$ cat config.mk
export PLATFORM = sky130hd
export DESIGN_NAME = argmax_readout
export DESIGN_NICKNAME = d
export VERILOG_FILES = /design/src/rtl/argmax_readout.sv
export SDC_FILE = /design/constraint.sdc
export NUM_CORES = 1
export LEC_CHECK = 0
export CAP_MARGIN = 20
export CELL_PAD_IN_SITES_DETAIL_PLACEMENT = 0
export CELL_PAD_IN_SITES_GLOBAL_PLACEMENT = 1
export CORE_ASPECT_RATIO = 0.75
export CORE_MARGIN = 2
export CORE_UTILIZATION = 32
export CTS_CLUSTER_DIAMETER = 50
export DETAILED_ROUTE_END_ITERATION = 16
export PLACE_DENSITY = 0.9
export SLEW_MARGIN = 40
export SYNTH_ARGS = -nofsm -noshare
export SYNTH_HDL_FRONTEND = slang
export SYNTH_SLANG_ARGS = --single-unit
$ cat constraint.sdc
create_clock -name clk -period 2 [get_ports clk]
set_clock_uncertainty 0.2 [all_clocks]
set_input_delay 0.2 -clock clk [delete_from_list [all_inputs] [get_ports clk]]
set_output_delay 0.2 -clock clk [all_outputs]
set_load 0.01 [all_outputs]
$ cat src/rtl/argmax_readout.sv
// Per-row argmax readout: walks every row of the combined matrix once per start and
// records the index of the largest (unsigned) class score, lowest index winning ties.
module argmax_readout #(
    parameter int unsigned FM_WM_ROWS        = 6,
    parameter int unsigned FM_WM_COLS        = 3,
    parameter int unsigned DOT_PROD_WIDTH    = 16,
    parameter int unsigned FM_WM_WIDTH       = $clog2(FM_WM_ROWS),
    parameter int unsigned MAX_ADDRESS_WIDTH = $clog2(FM_WM_COLS)
) (
    input  logic                         clk,
    input  logic                         reset,
    input  logic                         start,
    input  logic [DOT_PROD_WIDTH-1:0]    fm_wm_adj_out   [0:FM_WM_COLS-1],
    output logic [FM_WM_WIDTH-1:0]       fm_wm_adj_row,
    output logic [MAX_ADDRESS_WIDTH-1:0] max_addi_answer [0:FM_WM_ROWS-1],
    output logic                         done
);

    typedef enum logic [1:0] {
        StIdle = 2'd0,
        StScan = 2'd1,
        StDone = 2'd2
    } state_e;

    localparam logic [FM_WM_WIDTH-1:0] LastRow = FM_WM_WIDTH'(FM_WM_ROWS - 1);

    state_e                         state_q, state_d;
    logic [FM_WM_WIDTH-1:0]         row_q, row_d;
    logic [MAX_ADDRESS_WIDTH-1:0]   ans_q [0:FM_WM_ROWS-1];
    logic [MAX_ADDRESS_WIDTH-1:0]   ans_d [0:FM_WM_ROWS-1];
    logic [MAX_ADDRESS_WIDTH-1:0]   best_idx;
    logic [DOT_PROD_WIDTH-1:0]      best_val;

    // Strict greater-than keeps the earliest column on ties.
    always_comb begin
        best_idx = '0;
        best_val = fm_wm_adj_out[0];
        for (int c = 1; c < int'(FM_WM_COLS); c++) begin
            if (fm_wm_adj_out[c] > best_val) begin
                best_val = fm_wm_adj_out[c];
                best_idx = MAX_ADDRESS_WIDTH'(c);
            end
        end
    end

    always_comb begin
        state_d = state_q;
        row_d   = row_q;
        ans_d   = ans_q;
        unique case (state_q)
            StIdle: begin
                if (start) begin
                    state_d = StScan;
                    row_d   = '0;
                end
            end
            StScan: begin
                for (int r = 0; r < int'(FM_WM_ROWS); r++) begin
                    if (row_q == FM_WM_WIDTH'(r)) begin
                        ans_d[r] = best_idx;
                    end
                end
                if (row_q == LastRow) begin
                    state_d = StDone;
                end else begin
                    row_d = row_q + 1'b1;
                end
            end
            StDone: begin
                if (!start) begin
                    state_d = StIdle;
                end
            end
            default: state_d = StIdle;
        endcase
    end

    always_ff @(posedge clk or negedge reset) begin
        if (!reset) begin
            state_q <= StIdle;
            row_q   <= '0;
            for (int r = 0; r < int'(FM_WM_ROWS); r++) begin
                ans_q[r] <= '0;
            end
        end else begin
            state_q <= state_d;
            row_q   <= row_d;
            ans_q   <= ans_d;
        end
    end

    assign fm_wm_adj_row   = (state_q == StScan) ? row_q : '0;
    assign done            = (state_q == StDone);
    assign max_addi_answer = ans_q;

endmodule

==> impl_metrics.json <==
{
  "rows": 22,
  "slew_violations": 0,
  "slowest_stage": "nor4_4",
  "slowest_delay_ns": 0.29,
  "clock-sinks": 17,
  "drt_iter0_markers": 44,
  "viasPerCell": 4.87,
  "grt_pass1_wl_mm": 8.52,
  "power.switching_uw": 875,
  "place.gp.congestion": 0.897,
  "drt_pass1_iterations": 4,
  "syn2layout_area_growth_pct": 74.4,
  "fin_util": 0.592,
  "worst_ep_required_time_ns": 1.94,
  "syn_area_um2": 1690,
  "ys_seq_area_frac": 0.251,
  "grt_pass1_vias": 1761,
  "arrival_ns": 3.39,
  "core_area_um2": 4980,
  "syn_avg_cell_area_um2": 9.20,
  "io_buffers": 66,
  "p_int_mw": 1.45,
  "leakage_nw": 1.33,
  "grt_max_degree": 18,
  "period_needed_ns": 3.46,
  "synth_xor_area_frac": 0,
  "dr_total_vias": 1705,
  "switching_share": 0.376,
  "max-clock-path-buffers": 2,
  "die_x_um": 88.0,
  "fin_nets": 367,
  "synth_seq_cells": 17,
  "clock.fmax_ghz": 0.289,
  "p_total_mw": 2.32,
  "pin_count": 67,
  "initial_utilization": 0.340,
  "routed_wl_mm": 5.28,
  "multi_input_area_um2": 1450,
  "die_area_um2": 5890,
  "use_met3": 0.0260,
  "cts_tree": "built",
  "antenna_left": 0,
  "synthAdderAreaFrac": 0.273,
  "cts_root_buf": "clkbuf_8",
  "power_density_nw_per_um2": 787,
  "final_cell_mix": "clkdlybuf4s50_1, ha_1, buf_4, nand2_1, dfrtp_1",
  "grt_overflow": 0,
  "synth_compound_area_frac": 0.138,
  "worst_path_most_repeated_cell": "buf_4",
  "ctsHoldBuffers": 0,
  "yosys.area_share.simple": 0.139,
  "crit_fanout": 6,
  "finalHoldViolCount": 0,
  "hp-class": "in -> async",
  "worst_slack_ns": -1.46,
  "grt-busiest-layer": "met2",
  "post-dp-hpwl_mm": 4.06,
  "outcome": "finished with violations",
  "peakVddDrop_uv": 322,
  "h-tree-depth": 1,
  "startpoint_type": "primary input",
  "diodes": 0,
  "drive_above_1_share": 0.392,
  "fin_crit_sh": 1.73,
  "worst_slew_margin_rel": 0.737,
  "whs_ns": 0.0654,
  "synth.distinct_cells": 29,
  "placed_cells": 335,
  "design_area_um2": 2950,
  "p_clk_frac": 0.111,
  "fp.dieH_um": 67.0,
  "setup.worst_path.end_class": "flop",
  "met2_usage": 0.312,
  "mostFrequentLayoutCell": "clkdlybuf4s50_1",
  "violations": "negative setup slack",
  "synth_mux_area_frac": 0.135,
  "ys_warn_count": 0,
  "placed_area_um2": 2680,
  "crit_family": "buffers and inverters",
  "grt_setup_unrepaired": "yes",
  "max_cap_viol_count": 0,
  "p_comb_frac": 0.622,
  "synthCells": 184,
  "fillers": 404,
  "synth_top_family_by_area": "adder cells",
  "crit_chain": "clkdlybuf4s15_2 > ha_4 > nand2_1 > buf_4 > nor4_4 > a21boi_4 > o31a_1 > buf_6 > mux2i_2 > ha_1 > nand4_1 > buf_4 > nor4_1 > a31oi_1 > buf_4 > mux2_4",
  "stdcell_count": 350,
  "crit_type": "in -> reg",
  "wl_per_cell_um": 15.1,
  "worst_slew_pin_slew_ns": 0.394,
  "antenna_found_initial": 0,
  "track_usage": 0.189,
  "clk_latency_ns": 0.25,
  "synth_fp_nets": 272,
  "cts_buffers": 3,
  "path_clk_slew_ns": 0.06,
  "gr-usage-met1": 0.267,
  "regArea_um2": 427,
  "drc": 0,
  "setup_viol": 12,
  "seqPwrFrac": 0.267,
  "critPathBufInv": 5
}
==> power groups by stage <==
stage | Sequential [mW] | Clock (mW) | Combinational (mW)
CTS | 0.625 | 0.260 | 1.42
global route | 0.646 | 0.280 | 1.59
global placement | 0.625 | 0 | 1.29
detailed placement | 0.628 | 0 | 1.32
floorplan | 0.649 | 0 | 0.637
finish | 0.621 | 0.257 | 1.45
==> flip-flops by register name, indices dropped and copies added (netlist names) <==
signal / flops
state_q: 2
max_addi_answer: 12
row_q: 3
==> synth_stat cells, drive strengths merged <==
master | count | share of area
buf | 3 | 0.016
inv | 20 | 0.044
o21ai | 7 | 0.021
nor2b | 4 | 0.015
a221oi | 1 | 0.0052
o31a | 1 | 0.0052
o211ai | 1 | 0.0044
nand3 | 6 | 0.018
a21o | 1 | 0.0044
and2 | 5 | 0.018
ha | 37 | 0.27
a221o | 1 | 0.0059
nand2 | 20 | 0.044
a31oi | 1 | 0.0037
dfrtp | 17 | 0.25
a21oi | 12 | 0.035
a21boi | 1 | 0.0067
mux2 | 7 | 0.047
a2111o | 1 | 0.0067
nand2b | 1 | 0.0037
o31ai | 7 | 0.031
nor2 | 3 | 0.0067
clkbuf | 1 | 0.0022
mux2i | 15 | 0.089
nand4 | 7 | 0.026
nor4 | 2 | 0.0074
o22ai | 1 | 0.0037
a311oi | 1 | 0.0052
==> what timing repair did <==
action,4_1_cts,5_1_grt
setup buffers,7,4
setup endpoints to repair,15,15
resized for setup,137,24
pin swaps,33,17
hold endpoints to repair,0,0
cloned,2,0
==> cell families after synthesis <==
| kind of cell | after synthesis |
|---|---|
| compound gates | 36 |
| fa+ha+maj | 37 |
| buf+inv | 24 |
| flops | 17 |
| mux | 22 |
| simple gates | 48 |
==> routing by layer <==
metal  share of wire  up-vias
li1                -      863
met1            0.50      800
met2            0.45       36
met3           0.042        6
met4           0.011        0
met5               0        -
==> through the flow <==
step / TNS, ns / worst slack, ns
floorplan: -13.43 / -1.20
global placement: -23.77 / -2.03
detailed placement: -24.19 / -2.07
CTS: -16.57 / -1.40
global route: -18.71 / -1.58
finish: -17.25 / -1.46
==> final cells by class <==
| type | instances | share of cell area |
|---|---|---|
| Clock buffer | 4 | 0.0153 |
| Inverter | 20 | 0.0322 |
| Multi-Input combinational cell | 143 | 0.490 |
| Sequential cell | 17 | 0.145 |
| Tap cell | 72 | 0.0305 |
| Timing Repair Buffer | 94 | 0.287 |
==> final timing paths <==
| path | end | slack [ns] | cells after the start | startpoint |
|---|---|---|---|---|
| worst max-delay path | max_addi_answer[11] | -1.46 | 16 | fm_wm_adj_out[22] |
| worst min-delay path | max_addi_answer[0] | 0.07 | 2 | reset |
| worst max register to register | max_addi_answer[11] | 0.34 | 5 | state_q[1] |
| worst min register to register | max_addi_answer[2] | 0.29 | 2 | max_addi_answer[2] |
| max in group asynchronous | state_q[1] | 1.33 | 2 | reset |
| min in group clk | max_addi_answer[2] | 0.29 | 2 | max_addi_answer[2] |
(Power assumes the default switching activity.)
